## src/rtl/spi_controller_if.sv

```systemverilog
// spi_controller_if: config and strobe bundle between the SPI register block, spi_controller and spi_datapath.
// master = controller side, slave = register block / datapath side.
interface spi_controller_if #(
    parameter int DIV_W = 8
);
    logic             spi_en;
    logic             cpol;
    logic             cpha;
    logic [DIV_W-1:0] clk_div;
    logic             tx_fifo_empty;
    logic             sclk;
    logic             cs_n;
    logic             tx_fifo_read;
    logic             tx_shift_load;
    logic             mosi_first_en;
    logic             mosi_transmit_en;
    logic             miso_en;
    logic             mosi_mux_sel;
    logic             rx_fifo_write;
    logic             busy;
    logic             done;

    modport master (
        input  spi_en, cpol, cpha, clk_div, tx_fifo_empty,
        output sclk, cs_n, tx_fifo_read, tx_shift_load, mosi_first_en, mosi_transmit_en,
               miso_en, mosi_mux_sel, rx_fifo_write, busy, done
    );

    modport slave (
        output spi_en, cpol, cpha, clk_div, tx_fifo_empty,
        input  sclk, cs_n, tx_fifo_read, tx_shift_load, mosi_first_en, mosi_transmit_en,
               miso_en, mosi_mux_sel, rx_fifo_write, busy, done
    );
endinterface

```

## src/rtl/spi_controller.sv

```systemverilog
// spi_controller: SPI master sequencer generating SCLK, CS and per-bit shift/sample strobes, CPOL/CPHA modes 0-3.
// Define SPI_CS_BURST_EN to chain queued bytes straight from TRAIL into LOAD with CS held low.
module spi_controller #(
    parameter int DIV_W = 8
) (
    input logic clk,
    input logic rst,
    spi_controller_if.master bus
);
    typedef enum logic [2:0] {IDLE, LOAD, SETUP, XFER, TRAIL} state_t;

    state_t           state, state_n;
    logic [DIV_W-1:0] cnt, cnt_n, div, div_n;
    logic [3:0]       edg, edg_n;
    logic             cpol, cpol_n, cpha, cpha_n;
    logic             start, last, xfer_edge, sclk_n;

    // edg holds (SCLK edge number - 1) for the current XFER half-period
    always_comb begin
        state_n = state;
        cnt_n   = cnt + DIV_W'(1);
        edg_n   = edg;
        start   = bus.spi_en && !bus.tx_fifo_empty;
        last    = cnt == div;
        case (state)
            IDLE:  state_n = start ? LOAD : IDLE;
            LOAD:  state_n = SETUP;
            SETUP: state_n = last ? XFER : SETUP;
            XFER: if (last) begin
                edg_n   = edg + 4'd1;
                state_n = edg == 4'd15 ? TRAIL : XFER;
            end
            TRAIL: if (last) begin
`ifdef SPI_CS_BURST_EN
                state_n = start ? LOAD : IDLE;
`else
                state_n = IDLE;
`endif
            end
            default: state_n = IDLE;
        endcase
        if (last || state_n != state) cnt_n = '0;
        if (state_n != XFER) edg_n = '0;
        cpol_n    = state_n == LOAD ? bus.cpol : cpol;
        cpha_n    = state_n == LOAD ? bus.cpha : cpha;
        div_n     = state_n == LOAD ? bus.clk_div : div;
        xfer_edge = state_n == XFER && cnt_n == '0;
        sclk_n    = state_n == IDLE ? bus.cpol : state_n == XFER ? bus.sclk ^ xfer_edge : cpol_n;
    end

    // Outputs are registered from the next-state values so they line up with the state they describe
    always_ff @(posedge clk) begin
        if (rst) begin
            state                <= IDLE;
            cnt                  <= '0;
            edg                  <= '0;
            div                  <= '0;
            cpol                 <= 1'b0;
            cpha                 <= 1'b0;
            bus.sclk             <= 1'b0;
            bus.cs_n             <= 1'b1;
            bus.tx_fifo_read     <= 1'b0;
            bus.tx_shift_load    <= 1'b0;
            bus.mosi_first_en    <= 1'b0;
            bus.mosi_transmit_en <= 1'b0;
            bus.miso_en          <= 1'b0;
            bus.mosi_mux_sel     <= 1'b0;
            bus.rx_fifo_write    <= 1'b0;
            bus.busy             <= 1'b0;
            bus.done             <= 1'b0;
        end else begin
            state                <= state_n;
            cnt                  <= cnt_n;
            edg                  <= edg_n;
            div                  <= div_n;
            cpol                 <= cpol_n;
            cpha                 <= cpha_n;
            bus.sclk             <= sclk_n;
            bus.cs_n             <= state_n == IDLE;
            bus.tx_fifo_read     <= state_n == LOAD;
            bus.tx_shift_load    <= state_n == LOAD;
            bus.mosi_first_en    <= state_n == SETUP && cnt_n == '0 && !cpha_n;
            bus.mosi_transmit_en <= xfer_edge && (cpha_n ? !edg_n[0] : edg_n[0] && edg_n != 4'd15);
            bus.miso_en          <= xfer_edge && (cpha_n ? edg_n[0] : !edg_n[0]);
            bus.mosi_mux_sel     <= state_n != IDLE;
            bus.rx_fifo_write    <= state_n == TRAIL && cnt_n == '0;
            bus.busy             <= state_n != IDLE;
            bus.done             <= state_n == TRAIL && cnt_n == div_n;
        end
    end
endmodule

```

## src/flat_wrapper.sv

```systemverilog
// flat-port wrapper written by rule: the top's interface ports become plain ports
module spi_controller_flat 
#(
    parameter int DIV_W = 8
)
  (clk, rst, bus_spi_en, bus_cpol, bus_cpha, bus_clk_div, bus_tx_fifo_empty, bus_sclk, bus_cs_n, bus_tx_fifo_read, bus_tx_shift_load, bus_mosi_first_en, bus_mosi_transmit_en, bus_miso_en, bus_mosi_mux_sel, bus_rx_fifo_write, bus_busy, bus_done);
  spi_controller_if #(.DIV_W(DIV_W)) bus_i ();
  input logic clk;
  input logic rst;
  input wire logic [$bits(bus_i.spi_en)-1:0] bus_spi_en;
  input wire logic [$bits(bus_i.cpol)-1:0] bus_cpol;
  input wire logic [$bits(bus_i.cpha)-1:0] bus_cpha;
  input wire logic [$bits(bus_i.clk_div)-1:0] bus_clk_div;
  input wire logic [$bits(bus_i.tx_fifo_empty)-1:0] bus_tx_fifo_empty;
  output wire logic [$bits(bus_i.sclk)-1:0] bus_sclk;
  output wire logic [$bits(bus_i.cs_n)-1:0] bus_cs_n;
  output wire logic [$bits(bus_i.tx_fifo_read)-1:0] bus_tx_fifo_read;
  output wire logic [$bits(bus_i.tx_shift_load)-1:0] bus_tx_shift_load;
  output wire logic [$bits(bus_i.mosi_first_en)-1:0] bus_mosi_first_en;
  output wire logic [$bits(bus_i.mosi_transmit_en)-1:0] bus_mosi_transmit_en;
  output wire logic [$bits(bus_i.miso_en)-1:0] bus_miso_en;
  output wire logic [$bits(bus_i.mosi_mux_sel)-1:0] bus_mosi_mux_sel;
  output wire logic [$bits(bus_i.rx_fifo_write)-1:0] bus_rx_fifo_write;
  output wire logic [$bits(bus_i.busy)-1:0] bus_busy;
  output wire logic [$bits(bus_i.done)-1:0] bus_done;
  assign bus_i.spi_en = bus_spi_en;
  assign bus_i.cpol = bus_cpol;
  assign bus_i.cpha = bus_cpha;
  assign bus_i.clk_div = bus_clk_div;
  assign bus_i.tx_fifo_empty = bus_tx_fifo_empty;
  assign bus_sclk = bus_i.sclk;
  assign bus_cs_n = bus_i.cs_n;
  assign bus_tx_fifo_read = bus_i.tx_fifo_read;
  assign bus_tx_shift_load = bus_i.tx_shift_load;
  assign bus_mosi_first_en = bus_i.mosi_first_en;
  assign bus_mosi_transmit_en = bus_i.mosi_transmit_en;
  assign bus_miso_en = bus_i.miso_en;
  assign bus_mosi_mux_sel = bus_i.mosi_mux_sel;
  assign bus_rx_fifo_write = bus_i.rx_fifo_write;
  assign bus_busy = bus_i.busy;
  assign bus_done = bus_i.done;
  spi_controller #(.DIV_W(DIV_W)) u_core (.clk(clk), .rst(rst), .bus(bus_i));
endmodule
```

## config.mk

```make
export PLATFORM = sky130hd
export DESIGN_NAME = spi_controller_flat
export DESIGN_NICKNAME = d
export VERILOG_FILES = /design/src/rtl/spi_controller_if.sv /design/src/rtl/spi_controller.sv /design/src/flat_wrapper.sv
export SDC_FILE = /design/constraint.sdc
export NUM_CORES = 1
export LEC_CHECK = 0
export ABC_AREA = 1
export ABC_CLOCK_PERIOD_IN_PS = 2500
export CORE_MARGIN = 2
export CORE_UTILIZATION = 54
export DETAILED_ROUTE_END_ITERATION = 8
export GPL_ROUTABILITY_DRIVEN = 0
export PLACE_DENSITY_LB_ADDON = 0.05
export SLEW_MARGIN = 25
export SYNTH_ARGS = -nofsm -noshare
export SYNTH_HDL_FRONTEND = slang
export SYNTH_SLANG_ARGS = --single-unit
```

## constraint.sdc

```tcl
create_clock -name clk -period 2.5 [get_ports clk]
set_input_delay 0.375 -clock clk [delete_from_list [all_inputs] [get_ports clk]]
set_output_delay 0.375 -clock clk [all_outputs]
set_load 0.01 [all_outputs]
```

==> results.md <==
* Placed insts at 309
* Hold Path Origin: u_core.cpol
* Port Buffers at 24
* Largest net degree at the start of global routing at 22
* Yosys cell types at 35
* #FFs+latches synth at 34
* Share of post-route cells with drive strength above 1 at 12.2%
* Static Leak at 0.00100 µW
* Post-DP HPWL at 2620 µm
* Largest family of logic cells by synthesized area: simple AND/OR/NAND/NOR gates
* Root buffer cell: clkbuf_4
* Starting Density at 57.9%
* Proportion of synthesized area in mux cells at 2.78%
* Worst path cell trace: ha_1 -> nand2_1 -> inv_1 -> nand2_1 -> xor2_1 -> inv_1 -> o41ai_2 -> nand2_1 -> nand2_1 -> nand3_1 -> nand2_1 -> a21oi_2
* Most frequent CP cell: nand2_1
* First-pass GRT wire length at 5620 µm
* Area grow syn2layout at 18.2%
* Synth Instances at 245
* Drt first pass iters at 4
* # Max-Cap Violations at 0
* Worst-path clk slew at 0.09 ns
* Avg WL per Cell at 10.8 µm
* Hold WS at 0.502 ns
* Sequential cell area fraction in the yosys report at 37.9%
* FF-to-FF path depth at 12
* M2 GR Usage at 29.6%
* Syn nets at 261
* GRT Overall Usage at 20.5%
* Num Clock Sinks at 34
* DP Worst Slack at 0.284 ns
* Slowest stage delay, CP at 0.45 ns
* Simple-Gate Fraction of Synth Area at 32.4%
* RSZ-0062 raised after global routing: no
* Core area at 3100 µm²
* Area of the die at 3810 µm²
* H-tree levels at 2
* Crit Path Max Fanout at 5
* Grt total ovfl at 0
* Final Hold Fails at 0
* Crit end category: flip-flop
* Post-Synth Adder-Cell Area at 1.39%
* Synth Area in Compound Gates at 7.52%
* Critical Path RT at 2.73 ns
* Final setup fails at 0
* Post-synthesis area per instance at 7.34 µm²
* GRT met1 Usage at 29.2%
* Layout Nets at 288
* Final slew viol count at 0
* Setup TNS at 0 ns
* Slew @ Worst Pin at 0.449 ns
* PnR worst setup slack at 0.362 ns
* Total Routed Length at 3420 µm
* Die span in x at 61.7 µm
* Pwr per Cell Area at 898 nW/µm²
* Vias at 1504
* DRT antenna net count at 0
* Peak VDD IR at 481 µV
* Synth area leader: dfxtp_1
* Antenna diodes at 0
* Crit path buf inv count at 2
* Post_cts resized at 0
* Busiest grt layer: met2
* Reg2reg end: u_core.bus.sclk
* FF-to-FF Start: u_core.cnt[0]
* Final non-filler cell total at 315
* Post-synth top area share at 37.9%
* GRT met3 Usage at 6.21%
* Clock tree buffer depth at 2
* Hold EP: u_core.cpol
* Die height at 61.7 µm
* Io pins at 25
* Critical path's top delay family: simple AND/OR/NAND/NOR gates
* Post-CTS Setup Inserts at 0
* Final period util at 85.5%
* Vias in the first global route at 1291
* FP Rows at 20
* Worst min path class: flip-flop to flip-flop
* Yosys warnings at 0
* Vias/cell at 4.77
* XOR/XNOR Fraction of Synth Area at 7.79%
* Crit-path slowest cell: dfxtp_1
* CTS tree: done
* Crit path depth at 12
* Total CTS buffers at 5
* Cts hold-fix bufs at 0
* Initial antenna violation count at 0
* Kind of critical path: flip-flop to flip-flop
* Clk_lat worst skew at 0.34 ns
* Layout Skew at 0.00462 ns
* Remaining DRCs at 0
* Tot Pwr at 1910 µW
* Startpoint Class: flip-flop
* Min Tclk post-route at 2.14 ns
* Crit path arrival time at 2.37 ns
* Hold depth at 2
* Worst relative slew slack at 69.7%
* Fmax achieved at 0.468 GHz
* Initial DRC count at 72
* Setup slack on the worst flop-to-flop path at 0.36 ns
* Area contributors post-synth: dfxtp_1 38%, nand2_1 10%, nor2_1 8.6%, inv_1 6.7%, xnor2_1 4.4%
* Mapped cell area at 1800 µm²
* Run status: completed
[cell usage in the layout, fill, tap and decap left out, types with 5 or more instances in the layout]
master           instances
xnor2_1                  9
nor2_1                  41
xor2_1                   7
dfxtp_1                 34
clkbuf_4                 5
nand2_2                  5
nand3_1                 13
mux2i_1                  5
clkdlybuf4s50_1         24
nor3_1                   7
o21ai_0                  6
nand2_1                 49
inv_1                   32
[cell usage after synthesis]
master / count
a21oi_1: 1
or2_2: 1
dfxtp_1: 34
nand4_2: 2
nor2_1: 41
mux2i_1: 5
nand2_1: 49
nor2_2: 3
buf_2: 1
o22ai_1: 1
a21oi_2: 1
inv_2: 4
a22oi_1: 1
nand4_1: 3
o21ai_0: 6
nand3_1: 13
nor3_1: 7
o41ai_2: 2
nor2_8: 1
ha_1: 2
inv_1: 32
buf_4: 2
a21oi_4: 1
clkbuf_1: 3
buf_6: 1
a211oi_1: 1
xnor2_1: 9
xor2_1: 7
o21ai_2: 1
nor2_4: 1
nand2_2: 5
inv_4: 1
o211ai_2: 1
nor3b_1: 1
nor4_1: 1
[kinds of logic (layout without fill, tap and decap cells)]
kind of cell / count (synthesis) / count (layout)
xor gates and xnor gates: 16 / 16
buffers and inverters: 44 / 70
AOI/OAI and AO/OA: 16 / 16
muxes: 5 / 5
adders and majority gates: 2 / 2
DFF: 34 / 34
and+or+nand+nor: 128 / 128
[registers in the layout (all words and copies together) (netlist names)]
name and cells:
u_core.cnt 8, u_core.bus.mosi_first_en 1, u_core.bus.miso_en 1, u_core.bus.rx_fifo_write 1, u_core.cpol 1, u_core.cpha 1
u_core.bus.done 1, u_core.edg 4, u_core.bus.mosi_transmit_en 1, u_core.bus.cs_n 1, u_core.bus.mosi_mux_sel 1, u_core.bus.sclk 1
u_core.div 8, u_core.bus.tx_fifo_read 1, u_core.state 3
[final cells by class]
cell class | count | area (µm²)
fill | 280 | 978
multi-input combinational | 167 | 933
sequential | 34 | 681
timing repair buffer | 27 | 263
inverter | 37 | 141
tap | 44 | 55.1
clock buffer | 6 | 51.3
[report_power, final]
| group | total (µW) | switching (µW) | internal [µW] |
|---|---|---|---|
| clock | 296 | 170 | 127 |
| combinational | 918 | 541 | 377 |
| sequential | 693 | 61.4 | 632 |
| total | 1910 | 772 | 1140 |
[worst register-to-register path, stage by stage, from the launching register on]
cell and delay [ns]:
dfxtp_1 0.45, ha_1 0.20, nand2_1 0.05, inv_1 0.12
nand2_1 0.08, xor2_1 0.23, inv_1 0.08, o41ai_2 0.38
nand2_1 0.17, nand2_1 0.09, nand3_1 0.06, nand2_1 0.08
a21oi_2 0.05
[per-layer routing]
metal	routed length, µm	vias up
met4	32	0
met1	1740	646
li1	-	814
met3	194	6
met5	0	-
met2	1450	38
[worst max-delay path by stage]
stage          slack (ns)         endpoint     startpoint
2_1_floorplan        0.68  u_core.bus.sclk  u_core.cnt[0]
3_5_place_dp         0.28  u_core.bus.sclk     bus_spi_en
3_3_place_gp         0.29  u_core.bus.sclk     bus_spi_en
5_1_grt              0.20  u_core.bus.sclk  u_core.cnt[0]
4_1_cts              0.38  u_core.bus.sclk  u_core.cnt[0]
6_report             0.36  u_core.bus.sclk  u_core.cnt[0]
[per-stage QoR]
| stage | area (µm²) | utilization (%) |
|---|---|---|
| 2_1_floorplan | 1800 | - |
| 3_3_place_gp | 2070 | 66.8 |
| 3_5_place_dp | 2070 | 66.8 |
| 4_1_cts | 2120 | 68.5 |
| 5_1_grt | 2120 | 68.5 |
| 6_report | 2120 | 68.5 |
No activity file was read; power rests on OpenSTA's default activity.
